File: src/rtl/rf_ctrl_pkg.sv
// Shared encodings and default widths for the register-file access controller.
package rf_ctrl_pkg;

  localparam int DATA_W_DEF = 2;
  localparam int ADDR_W_DEF = 1;

  typedef enum logic [1:0] {
    OP_MOV = 2'b00,
    OP_ADD = 2'b01,
    OP_AND = 2'b10,
    OP_XOR = 2'b11
  } rf_op_e;

  typedef enum logic [1:0] {
    ST_IDLE  = 2'b00,
    ST_READ  = 2'b01,
    ST_WRITE = 2'b10,
    ST_RESP  = 2'b11
  } rf_state_e;

endpackage

File: src/rtl/rf_alu.sv
// Combinational operation unit: MOV/ADD/AND/XOR with carry-out from ADD only.
module rf_alu
  import rf_ctrl_pkg::*;
#(
  parameter int DATA_W = DATA_W_DEF
) (
  input  rf_op_e            op,
  input  logic [DATA_W-1:0] op1,
  input  logic [DATA_W-1:0] op2,
  output logic [DATA_W-1:0] result,
  output logic              carry
);

  logic [DATA_W:0] sum;

  always_comb begin
    sum    = {1'b0, op1} + {1'b0, op2};
    result = op1;
    carry  = 1'b0;
    case (op)
      OP_MOV: result = op1;
      OP_ADD: begin
        result = sum[DATA_W-1:0];
        carry  = sum[DATA_W];
      end
      OP_AND: result = op1 & op2;
      OP_XOR: result = op1 ^ op2;
      default: result = op1;
    endcase
  end

endmodule

File: src/rtl/rf_access_ctrl.sv
// Sequences one register-file command at a time: capture, read operands,
// write result, then hold the response until it is taken.
module rf_access_ctrl
  import rf_ctrl_pkg::*;
#(
  parameter int DATA_W = DATA_W_DEF,
  parameter int ADDR_W = ADDR_W_DEF
) (
  input  logic              clk,
  input  logic              reset,
  // valid/ready: a transfer happens on a rising edge where both are high;
  // the sender holds its payload stable while valid is high and ready is low.
  input  logic              cmd_valid,
  output logic              cmd_ready,
  input  logic [1:0]        cmd_op,
  input  logic [ADDR_W-1:0] cmd_src1,
  input  logic [ADDR_W-1:0] cmd_src2,
  input  logic [ADDR_W-1:0] cmd_dst,
  output logic [ADDR_W-1:0] rf_rd_addr1,
  output logic [ADDR_W-1:0] rf_rd_addr2,
  input  logic [DATA_W-1:0] rf_rd_data1,
  input  logic [DATA_W-1:0] rf_rd_data2,
  output logic [ADDR_W-1:0] rf_wr_addr,
  output logic [DATA_W-1:0] rf_wr_data,
  output logic              rf_wr_en,
  output logic              rsp_valid,
  input  logic              rsp_ready,
  output logic [DATA_W-1:0] rsp_data,
  output logic              rsp_carry,
  output rf_state_e         dbg_state
);

  rf_state_e         state_q, state_d;
  rf_op_e            op_q;
  logic [ADDR_W-1:0] src1_q, src2_q, dst_q;
  logic [DATA_W-1:0] op1_q, op2_q, rsp_data_q;
  logic              rsp_carry_q;
  logic [DATA_W-1:0] alu_result;
  logic              alu_carry;

  rf_alu #(.DATA_W(DATA_W)) u_alu (
    .op     (op_q),
    .op1    (op1_q),
    .op2    (op2_q),
    .result (alu_result),
    .carry  (alu_carry)
  );

  // Operands are latched before the write, so dst may alias either source.
  always_ff @(posedge clk or negedge reset) begin
    if (!reset) begin
      state_q     <= ST_IDLE;
      op_q        <= OP_MOV;
      src1_q      <= '0;
      src2_q      <= '0;
      dst_q       <= '0;
      op1_q       <= '0;
      op2_q       <= '0;
      rsp_data_q  <= '0;
      rsp_carry_q <= 1'b0;
    end else begin
      state_q <= state_d;
      if (state_q == ST_IDLE && cmd_valid) begin
        op_q   <= rf_op_e'(cmd_op);
        src1_q <= cmd_src1;
        src2_q <= cmd_src2;
        dst_q  <= cmd_dst;
      end
      if (state_q == ST_READ) begin
        op1_q <= rf_rd_data1;
        op2_q <= rf_rd_data2;
      end
      if (state_q == ST_WRITE) begin
        rsp_data_q  <= alu_result;
        rsp_carry_q <= alu_carry;
      end
    end
  end

  always_comb begin
    state_d     = state_q;
    cmd_ready   = 1'b0;
    rf_rd_addr1 = '0;
    rf_rd_addr2 = '0;
    rf_wr_addr  = '0;
    rf_wr_data  = '0;
    rf_wr_en    = 1'b0;
    rsp_valid   = 1'b0;
    rsp_data    = '0;
    rsp_carry   = 1'b0;
    case (state_q)
      ST_IDLE: begin
        cmd_ready = 1'b1;
        if (cmd_valid) state_d = ST_READ;
      end
      ST_READ: begin
        rf_rd_addr1 = src1_q;
        rf_rd_addr2 = src2_q;
        state_d     = ST_WRITE;
      end
      ST_WRITE: begin
        rf_wr_en   = 1'b1;
        rf_wr_addr = dst_q;
        rf_wr_data = alu_result;
        state_d    = ST_RESP;
      end
      ST_RESP: begin
        rsp_valid = 1'b1;
        rsp_data  = rsp_data_q;
        rsp_carry = rsp_carry_q;
        if (rsp_ready) state_d = ST_IDLE;
      end
      default: state_d = ST_IDLE;
    endcase
  end

  assign dbg_state = state_q;

endmodule

File: config.mk
export PLATFORM = sky130hd
export DESIGN_NAME = rf_access_ctrl
export DESIGN_NICKNAME = d
export VERILOG_FILES = /design/src/rtl/rf_ctrl_pkg.sv /design/src/rtl/rf_alu.sv /design/src/rtl/rf_access_ctrl.sv
export SDC_FILE = /design/constraint.sdc
export NUM_CORES = 1
export LEC_CHECK = 0
export CAP_MARGIN = 10
export CORE_UTILIZATION = 36
export CTS_BUF_LIST = sky130_fd_sc_hd__clkbuf_2 sky130_fd_sc_hd__clkbuf_4 sky130_fd_sc_hd__clkbuf_8
export CTS_CLUSTER_SIZE = 40
export DETAILED_ROUTE_END_ITERATION = 8
export PLACE_DENSITY = 0.75
export SYNTH_ARGS = -nofsm -noshare
export SYNTH_HDL_FRONTEND = slang
export SYNTH_SLANG_ARGS = --single-unit
File: constraint.sdc
create_clock -name clk -period 3.9 [get_ports clk]
set_input_delay 0.78 -clock clk [delete_from_list [all_inputs] [get_ports clk]]
set_output_delay 0.78 -clock clk [all_outputs]
set_load 0.01 [all_outputs]
==> metrics.md <==
| Metric | Value |
|---|---|
| Initial antenna violation count | 0 |
| Placed wire-length estimate | 1098 µm |
| Port bufs | 25 |
| Crit path cell chain | ha_1 > fa_1 > mux4_2 > and2_4 > clkdlybuf4s50_1 |
| Leak | 0.4718 nW |
| Core Rows | 16 |
| Post-CTS Setup Inserts | 0 |
| Netlist cell types | 16 |
| Vias | 529 |
| Layout cells sized above 1 | between 10% and 20% |
| Routability cong. | 0.7138 |
| Final period utilization | 83.09% |
| Hold Buf Count CTS | 0 |
| Antenna Cells | 0 |
| Tmin final | around 3200 ps |
| Switching share of total power | between 30% and 40% |
| CTS tree | built |
| Ys Warns | 0 |
| Total I/O pin count | 26 |
| Post-synthesis register bit count | 14 |
| Chip height | 47.29 µm |
| RSZ-0062 raised after global routing | no |
| First-pass GRT wire length | 2180 µm |
| Skew final | 5.080 ps |
| Mapped cell area | 738.2 µm² |
| Crit path largest cell delay | 470 ps |
| Slew Limit Fails | 0 |
| P per Cell Area | 798.0 nW/µm² |
| Total track usage | between 10 and 15% |
| Routed Antenna Nets | 0 |
| Final WL | between 1000 and 1500 µm |
| Fin nets | roughly 110 |
| Die width | approximately 47 µm |
| GRT overflow | 0 |
| Hold_ws | around 490 ps |
| Clk slew on worst S/H paths | 90 ps |
| Post-Syn Instances | 58 |
| Comb power frac | approximately 54% |
| Clock power frac | between 10% and 20% |
| Die ar. | ~2200 µm² |
| Worst hold path type | flop to flop |
| Status | finished, final reports clean |
| WL/cell | 12.00 µm |
| Seq/Total Area, Yosys | between 40% and 50% |
| Fin. Hold Viols | 0 |
| Synth area leader | dfrtp_1 |
| First drt pass iteration count | 4 |
| Max Cap Viol | 0 |
| Detailed router's first-iteration violation count | 3 |
| CP startpoint kind | flop |
| Critical path's slowest cell | clkdlybuf4s50_1 |
| Synth top area share | 47.46% |
| Sequential Power Share | 33.0% |
| Core area | approximately 2000 µm² |
| CP max FO | 3 |
| Number of global-route vias before repair | 514 |
| Net Count, Synth | between 70 and 80 |
| Root Buffer | clkbuf_4 |
| WP data required | 3120 ps |
| # fillers | between 150 and 200 |
| Total CTS buffers | 3 |
| Synth Area per Inst | 12.73 µm² |
| Clock sinks | 14 |
| Worst setup EP type | primary output |
| Final setup viols | 0 |
| Max Fclk | approximately 310 MHz |
| Maximum vdd ir drop | 0.3735 mV |
| Sum Neg Setup Slack | 0 ps |
| Worst slew pin tran | 624.2 ps |
| Top cells by area, synth | dfrtp_1 47%, mux2_2 15%, ha_1 12% |
| Crit path kind | flop to primary output |
| Clk buf depth | 2 |
| Initial Utilization | between 30% and 40% |
| Area growth from synthesis to layout | 43.39% |
| Clk_lat worst skew | roughly 280 ps |
| Switching power total | 0.0002912 W |
| Drt drc | 0 |
| Int Power | 0.0005535 W |
| H-tree levels | 1 |
| PostCTS Resize Cnt | 0 |
| Vias/cell | 4.640 |
| Slew HR | 58.25% |
| Largest net degree at the start of global routing | 15 |
| WP data arrival | 2460 ps |
## per-stage QoR
stage | utilization, % | cells | setup slack, ps | power (W) | instance area [µm²]
final | 54.51 | 114 | 659.5 | 0.0008447 | 1059
after global routing | 54.51 | 114 | 560.6 | 0.0009194 | 1059
after CTS | 54.51 | 114 | 652.7 | 0.0008576 | 1059
after detailed placement | 52.64 | 110 | 971.2 | 0.0007496 | 1022
after global placement | 52.64 | 110 | 1027 | 0.0007281 | 1022
after floorplan | - | 58 | 1497 | 0.0005581 | 738.2
## cell usage in the layout, fill, tap and decap left out
master,netlist,layout
clkdlybuf4s50_1,0,25
dfrtp_1,14,14
mux2_2,10,10
inv_1,7,7
ha_1,7,7
and2_1,5,5
clkbuf_4,0,3
mux2i_1,2,2
nor2_1,2,2
a21o_1,2,2
nand2_1,2,2
nor2b_1,1,1
a211oi_1,1,1
mux4_2,1,1
and2_4,1,1
o22ai_1,1,1
o32ai_1,1,1
fa_1,1,1
clkbuf_8,0,1
## flip-flops by register name, indices dropped and copies added (netlist names)
signal and cells:
dbg_state 2, op1_q 2, op2_q 2, op_q 2
rsp_data_q 2, dst_q 1, rsp_carry_q 1, src1_q 1
src2_q 1
## power by group through the flow
stage          Combinational (W)  Sequential, W  Clock (W)
2_1_floorplan           0.000285       0.000273          0
3_3_place_gp            0.000449       0.000279          0
3_5_place_dp            0.000465       0.000285          0
4_1_cts                 0.000469       0.000281   0.000108
5_1_grt                 0.000517       0.000289   0.000113
6_report                0.000460       0.000279   0.000106
## final timing paths
check / start / slack [ps] / to / cells after the start
worst max-delay path: op1_q[0]$_DFFE_PN0N_ / 660 / rf_wr_data[1] / 5
worst min-delay path: rsp_data_q[0]$_DFFE_PN0P_ / 490 / rsp_data_q[0]$_DFFE_PN0P_ / 1
worst max register to register: op1_q[0]$_DFFE_PN0N_ / 1940 / rsp_data_q[1]$_DFFE_PN0P_ / 5
worst min register to register: rsp_data_q[0]$_DFFE_PN0P_ / 490 / rsp_data_q[0]$_DFFE_PN0P_ / 1
max in group asynchronous: reset / 2610 / rsp_data_q[1]$_DFFE_PN0P_ / 1
min in group asynchronous: reset / 880 / op_q[0]$_DFFE_PN0P_ / 1
## area by class of cell
cell class / count / area, µm² / share of cell area, %
clock buffers: 4 / 36.28 / 3.428
inverters: 7 / 26.28 / 2.482
multi-input cells: 37 / 361.6 / 34.16
flip-flops and latches: 14 / 350.3 / 33.10
well taps: 27 / 33.78 / 3.191
repair buffers: 25 / 250.2 / 23.64
## kinds of logic after synthesis
kind of cell | Yosys count | share of synthesized area (%)
fa+ha+maj | 8 | 14.58
mux | 13 | 21.02
compound gates | 5 | 5.085
flops | 14 | 47.46
simple gates | 11 | 8.307
buf+inv | 7 | 3.560
## cells in the mapped netlist
library cell  instances
inv_1                 7
nor2b_1               1
o32ai_1               1
o22ai_1               1
dfrtp_1              14
mux2_2               10
a211oi_1              1
and2_4                1
fa_1                  1
and2_1                5
nor2_1                2
a21o_1                2
nand2_1               2
ha_1                  7
mux2i_1               2
mux4_2                1
## routing by layer
layer | GRT usage (%) | up-vias | wire, µm
li1 | - | 251 | -
met1 | 18.47 | 260 | 633
met2 | 23.01 | 16 | 652
met3 | 3.462 | 2 | 76
met4 | 5.143 | 0 | 5
met5 | 0 | - | 0
## worst max-delay path, delay by kind of cell (launching register included)
family | cells | cell delay (ps)
and+or+nand+nor | 1 | 170
buffers and inverters | 1 | 470
adders and majority gates | 2 | 670
DFF | 1 | 410
muxes | 1 | 460
Note: power is estimated with default switching activity, not from simulation.
